### src/rtl/uart_rx.sv
// uart_rx: UART receiver, start + DATA_BIT (LSB first) + opt parity + STOP_BIT stops.
// Ports: i_clk, i_rst_n (async low), i_rxd in; o_data, o_valid pulse, o_parity_err, o_frame_err out.
module uart_rx #(
  parameter string CHECK_BIT = "None",
  parameter int    BPS       = 115200,
  parameter int    CLK       = 25_000_000,
  parameter int    DATA_BIT  = 8,
  parameter int    STOP_BIT  = 1
) (
  input  logic                i_clk,
  input  logic                i_rst_n,
  input  logic                i_rxd,
  output logic [DATA_BIT-1:0] o_data,
  output logic                o_valid,
  output logic                o_parity_err,
  output logic                o_frame_err
);

  localparam int BPS_CNT = CLK / BPS;
  localparam int HALF    = BPS_CNT / 2;
  localparam int CW      = $clog2(BPS_CNT) + 1;
  localparam int BMAX    = (DATA_BIT > STOP_BIT) ? DATA_BIT : STOP_BIT;
  localparam int BW      = $clog2(BMAX + 1);

  localparam logic [CW-1:0] TC_FULL = CW'(BPS_CNT - 1);
  localparam logic [CW-1:0] TC_HALF = CW'(HALF - 1);
  localparam logic [BW-1:0] LAST_D  = BW'(DATA_BIT - 1);
  localparam logic [BW-1:0] LAST_S  = BW'(STOP_BIT - 1);

  localparam bit USE_PAR = (CHECK_BIT != "None");
  localparam bit ODD     = (CHECK_BIT == "Odd");

  typedef enum logic [2:0] {
    IDLE,
    START,
    DATA,
    CHECK,
    STOP
  } state_t;

  state_t state_q, state_d;

  logic [CW-1:0]       cnt_q, cnt_d;
  logic [BW-1:0]       bit_q, bit_d;
  logic [DATA_BIT-1:0] shr_q, shr_d;
  logic                perr_q, perr_d;
  logic                ferr_q, ferr_d;
  logic [DATA_BIT-1:0] data_q, data_d;
  logic                valid_q, valid_d;
  logic                perr_o_q, perr_o_d;
  logic                ferr_o_q, ferr_o_d;

  logic rxd_m_q, rxd_s_q, rxd_p_q;
  logic fall;
  logic tick;

  assign fall = rxd_p_q & ~rxd_s_q;
  assign tick = (cnt_q == TC_FULL);

  always_comb begin
    state_d  = state_q;
    cnt_d    = cnt_q;
    bit_d    = bit_q;
    shr_d    = shr_q;
    perr_d   = perr_q;
    ferr_d   = ferr_q;
    data_d   = data_q;
    valid_d  = 1'b0;
    perr_o_d = perr_o_q;
    ferr_o_d = ferr_o_q;
    if (state_q != IDLE) cnt_d = cnt_q + 1'b1;
    unique case (state_q)
      IDLE: begin
        cnt_d  = '0;
        bit_d  = '0;
        perr_d = 1'b0;
        ferr_d = 1'b0;
        // A level low line (break) never retriggers: an edge is needed.
        if (fall) state_d = START;
      end
      START: begin
        // Half-bit check; restarting the counter here puts every
        // later sample at a bit centre.
        if (cnt_q == TC_HALF) begin
          cnt_d   = '0;
          state_d = rxd_s_q ? IDLE : DATA;
        end
      end
      DATA: begin
        if (tick) begin
          cnt_d = '0;
          shr_d = {rxd_s_q, shr_q[DATA_BIT-1:1]};
          bit_d = bit_q + 1'b1;
          if (bit_q == LAST_D) begin
            bit_d   = '0;
            state_d = USE_PAR ? CHECK : STOP;
          end
        end
      end
      CHECK: begin
        if (tick) begin
          cnt_d   = '0;
          perr_d  = (^{shr_q, rxd_s_q}) ^ ODD;
          state_d = STOP;
        end
      end
      STOP: begin
        if (tick) begin
          cnt_d  = '0;
          bit_d  = bit_q + 1'b1;
          ferr_d = ferr_q | ~rxd_s_q;
          // Leave at the last stop centre so a following start
          // edge is never missed.
          if (bit_q == LAST_S) begin
            state_d  = IDLE;
            valid_d  = 1'b1;
            data_d   = shr_q;
            perr_o_d = perr_q;
            ferr_o_d = ferr_q | ~rxd_s_q;
          end
        end
      end
      default: state_d = IDLE;
    endcase
  end

  always_ff @(posedge i_clk or negedge i_rst_n) begin
    if (!i_rst_n) begin
      rxd_m_q  <= 1'b1;
      rxd_s_q  <= 1'b1;
      rxd_p_q  <= 1'b1;
      state_q  <= IDLE;
      cnt_q    <= '0;
      bit_q    <= '0;
      shr_q    <= '0;
      perr_q   <= 1'b0;
      ferr_q   <= 1'b0;
      data_q   <= '0;
      valid_q  <= 1'b0;
      perr_o_q <= 1'b0;
      ferr_o_q <= 1'b0;
    end else begin
      rxd_m_q  <= i_rxd;
      rxd_s_q  <= rxd_m_q;
      rxd_p_q  <= rxd_s_q;
      state_q  <= state_d;
      cnt_q    <= cnt_d;
      bit_q    <= bit_d;
      shr_q    <= shr_d;
      perr_q   <= perr_d;
      ferr_q   <= ferr_d;
      data_q   <= data_d;
      valid_q  <= valid_d;
      perr_o_q <= perr_o_d;
      ferr_o_q <= ferr_o_d;
    end
  end

  assign o_data       = data_q;
  assign o_valid      = valid_q;
  assign o_parity_err = perr_o_q;
  assign o_frame_err  = ferr_o_q;

endmodule

### config.mk
export PLATFORM = sky130hd
export DESIGN_NAME = uart_rx
export DESIGN_NICKNAME = d
export VERILOG_FILES = /design/src/rtl/uart_rx.sv
export SDC_FILE = /design/constraint.sdc
export NUM_CORES = 1
export LEC_CHECK = 0
export ABC_AREA = 0
export CORE_ASPECT_RATIO = 1.5
export CORE_UTILIZATION = 60
export CTS_BUF_LIST = sky130_fd_sc_hd__clkbuf_4 sky130_fd_sc_hd__clkbuf_8
export DETAILED_ROUTE_END_ITERATION = 8
export PLACE_DENSITY = 0.81
export SLEW_MARGIN = 20
export SYNTH_ARGS = -nofsm -noshare
export SYNTH_HDL_FRONTEND = slang
export SYNTH_SLANG_ARGS = --single-unit
### constraint.sdc
create_clock -name i_clk -period 2.5 [get_ports i_clk]
set_clock_uncertainty 0.05 [all_clocks]
set_input_delay 0.625 -clock i_clk [delete_from_list [all_inputs] [get_ports i_clk]]
set_output_delay 0.625 -clock i_clk [all_outputs]
set_load 0.03 [all_outputs]
* Word level (Yosys, flattened, before mapping)
Cells that the tools add are included.
** Cells by class
- Divide/modulo/power cells :: 0
- Order comparisons :: 0
- Shifts and indexed selects :: 0
- Eq/ne operators :: 14
- Bitwise operators :: 3
- $add $sub $neg :: 2
- Multiplexer cells :: 24
- Reduce and logical (&&, ||, !) cells :: 14
- Multiply operators :: 0
** Operator list (number)
- $mux 9 :: 3
- $pmux 9 s3 :: 1
- $mux 3 :: 7
- $pmux 3 s5 :: 1
- $ne 2x2->1 const B :: 7
- $mux 4 :: 3
- $pmux 4 s3 :: 1
- $add 9x1->9 const B :: 1
- $eq 9x7->1 const B :: 1
- $eq 9x8->1 const B :: 1
- $reduce_xor 9->1 :: 1
- $reduce_and 7->1 :: 1
- $eq 3x2->1 const B :: 2
- $reduce_and 2->1 :: 3
- $reduce_and 3->1 :: 2
- $reduce_bool 3->1 :: 2
- $mux 1 :: 5
- $add 4x1->4 const B :: 1
- $eq 4x3->1 const B :: 1
- $logic_not 4->1 :: 1
- $pmux 1 s2 :: 2
- $reduce_bool 2->1 :: 2
- $eq 3x1->1 const B :: 1
- $eq 3x3->1 const B :: 1
- 6 further kinds :: 6
** Storage, ports and cells
- Output and inout bits :: 11
- Bits in writable memories :: 0
- Memories kept :: 0
- Latch bits :: 0
- Memory bits (read-only) :: 0
- Register bits after elaboration :: 40
- Word-level logic and storage cells :: 70
- Input bits :: 3

* Longest topological paths before layout
Gate-level depths: netlist of run 1.
- Depth after elaboration :: 4
- Depth in mapped cells :: 7
- Mapped depth without buffers :: 6

* Worst setup path after synthesis of run 1
OpenSTA, ideal clock, no wires.
- Kind :: reg2reg
- Start point :: register bit_q[0]
- End point :: register data_q[0] (netlist: o_data[0])
- Required time :: 2325 ps
- Data arrival time :: 1846 ps
- Library setup time :: 125 ps
- Clock period less this slack :: 2020 ps
- Cell stages (with the launch flop) :: 7
- Buffers on the path :: 1
- Path slack :: 480 ps
- Cells stage by stage :: dfrtp_1 inv_1 ha_1 or3b_2 nor4_4 buf_6 mux2_2
** Between the ends
- Cells in the longest elaborated chain, start to end :: 2
** RTL lines
- start, declared :: RTL line 44 : logic [BW-1:0] bit_q, bit_d;
- start signal, assigned :: RTL line 148 : bit_q <= bit_d;
- $logic_not 4->1 :: RTL line 114 : if (bit_q == LAST_S) begin
- $reduce_and 3->1 (no line)
- end signal, assigned :: RTL line 152 : data_q <= data_d;
- end, declared :: RTL line 48 : logic [DATA_BIT-1:0] data_q, data_d;
Every way passes these cells.
A chain may end at the register's enable or synchronous reset.

* Worst setup path in the final report of run 1
- Start point :: register cnt_q[5]
- End point :: register shr_q[7]
** Between the ends
- Cells in the longest elaborated chain, start to end :: 2
** RTL lines
- start, declared :: RTL line 43 : logic [CW-1:0] cnt_q, cnt_d;
- start signal, assigned :: RTL line 147 : cnt_q <= cnt_d;
- $eq 9x8->1 :: RTL line 58 : assign tick = (cnt_q == TC_FULL);
- $reduce_and 2->1 (no line)
- end signal, assigned :: RTL line 149 : shr_q <= shr_d;
- end, declared :: RTL line 45 : logic [DATA_BIT-1:0] shr_q, shr_d;
Every way passes these cells.

==> impl_metrics.py, run 1 <==
metrics = {
    "clock_network": {
        "cts_inserted_buffers": 5,
        "cts_hold_repair.buffers": 0,
        "tritoncts": "done",
        "max-clock-path-buffers": 2,
        "cts_setup_buffers": 0,
        "cts_resized": 0,
        "root_buffer": "sky130_fd_sc_hd__clkbuf_8",
        "cts.sink_count": 40,
        "cts.clk_slew.worst_paths_ns": 0.07,
        "clk_latency_ns": 0.29,
        "clock_tree.htree_level_count": 2,
    },
    "routing": {
        "detail-route-antenna-nets": 0,
        "route.detailed.wl_per_inst_um": 15.51,
        "route.detailed.vias_per_inst": 5.866,
        "vias": 1361,
        "detail_route.iter0.violations": 63,
        "detail_route.first_pass.iterations": 4,
        "drcViolationCount": 0,
        "wirelength_um": 3599,
    },
    "pwr": {
        "total_power_mw": 1.438,
        "power_per_cell_area_nw_per_um2": 641.5,
        "p_leak_nw": 1.032,
        "peakVddDrop_uv": 492.1,
    },
    "yosys": {
        "syn-mean-instance-area_sq_um": 11.31,
        "netlist.top_cell.by_area": "sky130_fd_sc_hd__dfrtp_1",
        "synthDominantCellAreaShare": 0.4704,
        "synthTopCellsByArea": "sky130_fd_sc_hd__dfrtp_1 47%, sky130_fd_sc_hd__mux2_2 9.7%, sky130_fd_sc_hd__dfstp_2 4.0%",
        "synth-seq-area-share": 0.5105,
        "synth_simple_gate_area_frac": 0.1538,
        "yosysWarningCount": 0,
        "async_flop_share": 1.000,
        "synth_flop_cell": "sky130_fd_sc_hd__dfrtp_1",
        "synth-adder-area-share": 0.02543,
        "post_synth_inst_count": 174,
        "yosys-mux-area-fraction": 0.1024,
        "post_synth_edffs": 0,
        "synth_xor_xnor_area_share": 0.06929,
        "synth_compound_area_frac": 0.1017,
        "synth-seq-cells": 40,
        "nets_in_the_synthesized_netlist": 181,
        "synthesis.area_sq_um": 1968,
        "largest_family_of_logic_cells_by_synthesized_area": "simple AND/OR/NAND/NOR gates",
        "ys_types": 44,
    },
    "floorplanning": {
        "die_extent_in_x_um": 48.77,
        "floorplan.rows": 25,
        "num_io_pins": 14,
        "area_of_the_placeable_core_sq_um": 3128,
        "chipHeight_um": 72.15,
        "die_area_sq_um": 3518,
        "floorplan.initialDensity": 0.6292,
    },
    "setup_path": {
        "buf_inv_stages_crit_path": 0,
        "timing.critical_path.cells": "or4b_4, nor2_2, and3_1, mux2_2",
        "crit_path_start": "cnt_q[5]",
        "critPathCapture": "shr_q[7]",
        "worst_ep_required_time_ns": 2.62,
        "timing.reg2reg.worst_path_depth": 4,
        "cpPeakStageDelay_ns": 0.60,
        "worst_ep_arrival_time_ns": 2.30,
        "worst_setup_path_start_kind": "flip-flop",
        "r2r_end": "shr_q[7]",
        "timing.critical_path.max_delay_family": "simple AND/OR/NAND/NOR gates",
        "type_of_the_worst_setup_path": "reg2reg",
        "setup.reg_to_reg.worst_slack_ns": 0.32,
        "critPathSlowestCell": "sky130_fd_sc_hd__or4b_4",
        "setup.worst_path.end_class": "flip-flop",
        "critical_path_cell_count": 4,
        "r2r_start": "cnt_q[5]",
        "timing.critical_path.fanout_max": 8,
    },
    "global_routing": {
        "globalRouteTotalUtil": 0.2394,
        "grt_first_pass_wirelength_um": 6306,
        "grt_max_degree": 41,
        "antenna_found_initial": 0,
        "vias_in_the_first_global_route": 1366,
        "grt.overflow.total": 0,
    },
    "finish": {
        "synthToLayoutAreaGrowth_pct": 13.92,
        "antenna_cells": 0,
        "stdcell_count": 232,
        "drive_gt1_frac": 0.1979,
        "nets": 198,
    },
    "timing": {
        "timing.setup.tns_ns": 0,
        "timing.fmax_mhz": 458.5,
        "timing.final.crit_share": 0.8724,
        "setup_violating_endpoint_count_in_the_final_report": 0,
        "final_hold_viol_count": 0,
        "relSlewSlack": 0.4363,
        "worst-slew-pin-transition_ns": 0.8455,
        "unrepaired_setup_endpoints_after_global_routing": "no",
        "final.min_clock_period_ns": 2.181,
        "fin_hold_ws_ns": 0.3093,
        "final-max-slew-violation-count": 0,
    },
    "placement": {
        "dp_hpwl_um": 2593,
        "port-buffer-count": 13,
        "gp_routability_congestion": 0.9121,
        "post_placement_cell_count": 224,
    },
    "run": {
        "drv.max_cap_violation_count": 0,
    },
    "outcome": {
        "outcome": "completed",
    },
    "min_path": {
        "min-delay-path-class": "reg2reg",
    },
}
## kinds of logic after synthesis
family | Yosys count
buf+inv | 16
xor+xnor | 14
flops | 40
fa+ha+maj | 4
mux | 18
compound gates | 29
simple gates | 53
## final cells by class
type	instances	area, sq um
sequential	40	1005
multi-input combinational	118	890.9
fill	230	885.9
timing repair buffer	16	147.6
clock buffer	6	76.32
tap	40	50.05
inverter	10	37.54
clock inverter	2	35.03
## stage by stage
step                setup WS [ns]  utilization  cell area (sq um)
CTS                        0.3290       0.7168               2242
detailed placement         0.3414       0.6812               2131
global placement           0.3921       0.6812               2131
global route               0.2282       0.7168               2242
finish                     0.3191       0.7168               2242
floorplan                  0.4796            -               1968
## state kept, by name (all words and copies together), names as in the netlist, 3 cells and up
register,cells
o_data,8
bit_q,4
state_q,3
cnt_q,9
shr_q,8
## report_power, final
part / total (mW) / leakage [nW] / internal, mW / switching (mW)
Combinational: 0.177 / 0.435 / 0.0721 / 0.105
Sequential: 0.745 / 0.538 / 0.688 / 0.0570
Clock: 0.516 / 0.0586 / 0.307 / 0.209
## placed cells by master (no fill, tap or decap), types with 2 or more instances in the layout
master / Yosys / routed
sky130_fd_sc_hd__buf_4: 1 / 3
sky130_fd_sc_hd__xor2_1: 4 / 4
sky130_fd_sc_hd__nand4_1: 2 / 2
sky130_fd_sc_hd__or3b_2: 3 / 3
sky130_fd_sc_hd__xnor2_1: 9 / 9
sky130_fd_sc_hd__a21oi_1: 6 / 6
sky130_fd_sc_hd__nor2_1: 14 / 14
sky130_fd_sc_hd__nand3_1: 4 / 4
sky130_fd_sc_hd__o21ai_0: 3 / 3
sky130_fd_sc_hd__a31oi_1: 3 / 3
sky130_fd_sc_hd__inv_1: 10 / 10
sky130_fd_sc_hd__mux2_2: 17 / 17
sky130_fd_sc_hd__a21o_1: 2 / 2
sky130_fd_sc_hd__nand2_1: 10 / 10
sky130_fd_sc_hd__o31ai_1: 4 / 4
sky130_fd_sc_hd__nor2b_1: 4 / 4
sky130_fd_sc_hd__nor4b_1: 2 / 2
sky130_fd_sc_hd__dfstp_2: 3 / 3
sky130_fd_sc_hd__ha_1: 4 / 4
sky130_fd_sc_hd__clkdlybuf4s50_1: 0 / 12
sky130_fd_sc_hd__and3_1: 2 / 2
sky130_fd_sc_hd__nor3_1: 4 / 4
sky130_fd_sc_hd__dfrtp_1: 37 / 37
sky130_fd_sc_hd__nor4_1: 2 / 2
sky130_fd_sc_hd__o22ai_1: 2 / 2
sky130_fd_sc_hd__clkbuf_8: 0 / 5
## worst register-to-register path: stages, from the launching register on
cell and delay [ns]:
sky130_fd_sc_hd__dfrtp_1 0.44, sky130_fd_sc_hd__or4b_4 0.60, sky130_fd_sc_hd__nor2_2 0.19, sky130_fd_sc_hd__and3_1 0.41, sky130_fd_sc_hd__mux2_2 0.38
## per-layer routing
metal | part of all wire | global-route usage | vias to the layer above
met2 | 0.52 | 0.4105 | 30
met1 | 0.43 | 0.2805 | 672
met4 | 0.027 | 0.1471 | 0
li1 | - | - | 650
met5 | 0 | 0 | -
met3 | 0.025 | 0.03774 | 9
## synthesized netlist by cell type, types with 6 or more instances
library cell              number
sky130_fd_sc_hd__a21oi_1       6
sky130_fd_sc_hd__nor2_1       14
sky130_fd_sc_hd__xnor2_1       9
sky130_fd_sc_hd__dfrtp_1      37
sky130_fd_sc_hd__mux2_2       17
sky130_fd_sc_hd__nand2_1      10
sky130_fd_sc_hd__inv_1        10
## worst min path at each step
stage,endpoint,cells past startpoint,slack (ns),startpoint
detailed placement,rxd_s_q,0,0.30,rxd_m_q
CTS,rxd_s_q,0,0.31,rxd_m_q
floorplan,bit_q[0],0,0.28,i_rst_n
global placement,rxd_s_q,0,0.30,rxd_m_q
finish,rxd_s_q,0,0.31,rxd_m_q
global route,rxd_s_q,0,0.32,rxd_m_q
(Power assumes the default switching activity.)
==> run 2: changes to the inputs <==
ABC_AREA = 1   (was 0)
==> run 2 against run 1 <==
Net effect: synthesized cell count increased by 45%; clock power decreased by 8.9%; sequential share of layout area shrank 1.7 points; combinational power up 140%; wire length is 9.4% higher; cell count increased by 35%; final area rose by 4.0%; worst setup slack gained 0.15 ns; sequential power fell by 1%; non-clock buffer count down 1; first-iteration DRC count is 29% lower; critical path type is now reg2out.
==> impl_metrics.py, run 2 <==
metrics = {
    "floorplanning": {
        "area_of_the_placeable_core_sq_um": 3222,
        "floorplan.initialDensity": 0.6373,
        "floorplan.rows": 25,
        "die_area_sq_um": 3665,
        "chipHeight_um": 73.65,
        "die_extent_in_x_um": 49.77,
        "num_io_pins": 14,
    },
    "timing": {
        "setup_violating_endpoint_count_in_the_final_report": 0,
        "worst-slew-pin-transition_ns": 0.5920,
        "relSlewSlack": 0.6053,
        "timing.final.crit_share": 0.8137,
        "unrepaired_setup_endpoints_after_global_routing": "no",
        "final.min_clock_period_ns": 2.034,
        "timing.fmax_mhz": 491.6,
        "final-max-slew-violation-count": 0,
        "timing.setup.tns_ns": 0,
        "final_hold_viol_count": 0,
    },
    "finish": {
        "drive_gt1_frac": 0.1502,
        "layout_common_cells": "86 x sky130_fd_sc_hd__nand2_1, 37 x sky130_fd_sc_hd__dfrtp_1, 32 x sky130_fd_sc_hd__inv_1",
        "largest_reg_flops": 9,
        "nets": 279,
        "final_core_utilization": 0.7235,
        "final.fill_count": 268,
        "synthToLayoutAreaGrowth_pct": 13.53,
        "layout_commonest_cell": "sky130_fd_sc_hd__nand2_1",
        "register_bank_with_the_most_flops": "cnt_q",
        "antenna_cells": 0,
    },
    "routing": {
        "route.detailed.vias_per_inst": 5.256,
        "detail-route-antenna-nets": 0,
        "drcViolationCount": 0,
        "detail_route.first_pass.iterations": 4,
        "wirelength_um": 3938,
        "detail_route.iter0.violations": 45,
        "vias": 1645,
        "route.detailed.wl_per_inst_um": 12.58,
    },
    "pwr": {
        "p_leak_nw": 1.182,
        "peakVddDrop_uv": 495.4,
        "power_per_cell_area_nw_per_um2": 701.0,
    },
    "clock_network": {
        "tritoncts": "done",
        "cts.clk_slew.worst_paths_ns": 0.07,
        "root_buffer": "sky130_fd_sc_hd__clkbuf_8",
        "cts_setup_buffers": 0,
        "clock_tree.htree_level_count": 2,
        "max-clock-path-buffers": 2,
        "cts_hold_repair.buffers": 0,
        "cts_inserted_buffers": 5,
        "clk_latency_ns": 0.29,
        "cts_resized": 0,
        "cts.sink_count": 40,
    },
    "yosys": {
        "post_synth_inst_count": 252,
        "nets_in_the_synthesized_netlist": 259,
        "synth_flop_cell": "sky130_fd_sc_hd__dfrtp_1",
        "synth_top_cells_by_count": "86 x sky130_fd_sc_hd__nand2_1, 37 x sky130_fd_sc_hd__dfrtp_1, 32 x sky130_fd_sc_hd__inv_1",
        "synth-seq-cells": 40,
        "yosysWarningCount": 0,
        "synthesis.area_sq_um": 2053,
        "ys_types": 27,
        "post_synth_edffs": 0,
        "most_common_cell_in_the_netlist": "sky130_fd_sc_hd__nand2_1",
        "async_flop_share": 1.000,
        "synthTopCellsByArea": "sky130_fd_sc_hd__dfrtp_1 45%, sky130_fd_sc_hd__nand2_1 16%, sky130_fd_sc_hd__inv_1 5.9%",
        "synth-seq-area-share": 0.4893,
        "syn-mean-instance-area_sq_um": 8.148,
        "synthDominantCellAreaShare": 0.4509,
        "netlist.top_cell.by_area": "sky130_fd_sc_hd__dfrtp_1",
    },
    "setup_path": {
        "timing.critical_path.fanout_max": 2,
        "setup.worst_path.end_class": "output pin",
        "cpPeakStageDelay_ns": 0.70,
        "timing.critical_path.cells": "clkdlybuf4s50_1",
        "worst_ep_required_time_ns": 1.82,
        "buf_inv_stages_crit_path": 1,
        "worst_ep_arrival_time_ns": 1.36,
        "timing.critical_path.max_delay_family": "buffers and inverters",
        "critPathSlowestCell": "sky130_fd_sc_hd__clkdlybuf4s50_1",
        "worst_setup_path_start_kind": "flip-flop",
        "type_of_the_worst_setup_path": "reg2out",
    },
    "global_routing": {
        "vias_in_the_first_global_route": 1688,
        "globalRouteTotalUtil": 0.2586,
        "grt_max_degree": 28,
        "grt_first_pass_wirelength_um": 6934,
        "antenna_found_initial": 0,
        "grt.overflow.total": 0,
    },
    "outcome": {
        "outcome": "completed",
    },
    "placement": {
        "port-buffer-count": 13,
        "gp_routability_congestion": 0.7837,
        "dp_hpwl_um": 3024,
    },
    "min_path": {
        "min-delay-path-class": "in2async",
    },
    "run": {
        "drv.max_cap_violation_count": 0,
    },
}
-- run 2: cell types whose count changed after synthesis, moves of 5 or more --
cell / previous run / this run
sky130_fd_sc_hd__xnor2_1: 9 / 1
sky130_fd_sc_hd__o21ai_2: 0 / 7
sky130_fd_sc_hd__inv_1: 10 / 32
sky130_fd_sc_hd__mux2_2: 17 / 0
sky130_fd_sc_hd__nand2_1: 10 / 86
sky130_fd_sc_hd__nand2_2: 0 / 5
sky130_fd_sc_hd__nand3_1: 4 / 12
sky130_fd_sc_hd__o21ai_1: 0 / 12
sky130_fd_sc_hd__a21oi_1: 6 / 1
-- run 2: power by group --
part           internal (mW)  switching (mW)
clock network          0.262           0.208
registers              0.692          0.0441
logic                  0.121           0.307
total                   1.07           0.559
-- run 2: routing by layer --
metal	wire length, um	vias up	share of wire	global-route usage
met5	0	-	0	0
met4	168	0	0.043	0.1746
met3	99	14	0.025	0.05797
met2	2228	30	0.57	0.5030
met1	1442	770	0.37	0.2283
li1	-	831	-	-
-- run 2: path summary, 6_finish.rpt --
kind	start	cells after the start	slack, ns	end
hold reg to reg	rxd_m_q	0	0.31	rxd_s_q
hold / removal	i_rst_n	1	0.27	o_data[1]
setup / recovery	o_data[6]	1	0.47	o_data[6]
max in group asynchronous	i_rst_n	2	1.49	rxd_m_q
setup reg to reg	cnt_q[1]	9	0.72	bit_q[2]
min in group i_clk	rxd_m_q	0	0.31	rxd_s_q
-- run 2: cell families (layout without fill, tap and decap cells) --
family          count (synthesis)  in the layout  share of synthesized area
flops                          40             40                     0.4893
fa+ha+maj                       4              4                    0.02438
xor+xnor                        7              7                    0.02986
buf+inv                        38             59                    0.07373
compound gates                 26             26                    0.07800
simple gates                  137            137                     0.3047
-- run 2: final cells by class --
class	instances	area, sq um	area share
flip-flops and latches	40	1005	0.4310
multi-input cells	174	897.1	0.3849
repair buffers	15	140.1	0.06012
inverters	36	135.1	0.05797
clock buffers	8	103.9	0.04455
well taps	40	50.05	0.02147
-- run 2: worst register-to-register path: stages (launching register included) --
cell                      delay [ns]
sky130_fd_sc_hd__dfrtp_1        0.39
sky130_fd_sc_hd__inv_1          0.08
sky130_fd_sc_hd__ha_1           0.14
sky130_fd_sc_hd__nand2_1        0.08
sky130_fd_sc_hd__nor3_4         0.18
sky130_fd_sc_hd__nand3_2        0.31
sky130_fd_sc_hd__nand2_1        0.20
sky130_fd_sc_hd__nand2_2        0.10
sky130_fd_sc_hd__nand2_1        0.07
sky130_fd_sc_hd__o21ai_1        0.06
-- run 2: per-stage QoR --
stage / hold WS (ns) / area (sq um) / total power [mW] / std cells / setup WS, ns
detailed placement: 0.2988 / 2227 / 1.180 / 305 / 0.7402
global placement: 0.2994 / 2227 / 1.165 / 305 / 0.7990
floorplan: 0.2794 / 2053 / 1.063 / 252 / 0.9894
CTS: 0.2892 / 2331 / 1.653 / 313 / 0.4478
global route: 0.3123 / 2331 / 1.731 / 313 / 0.4243
finish: 0.2743 / 2331 / 1.634 / 313 / 0.4656
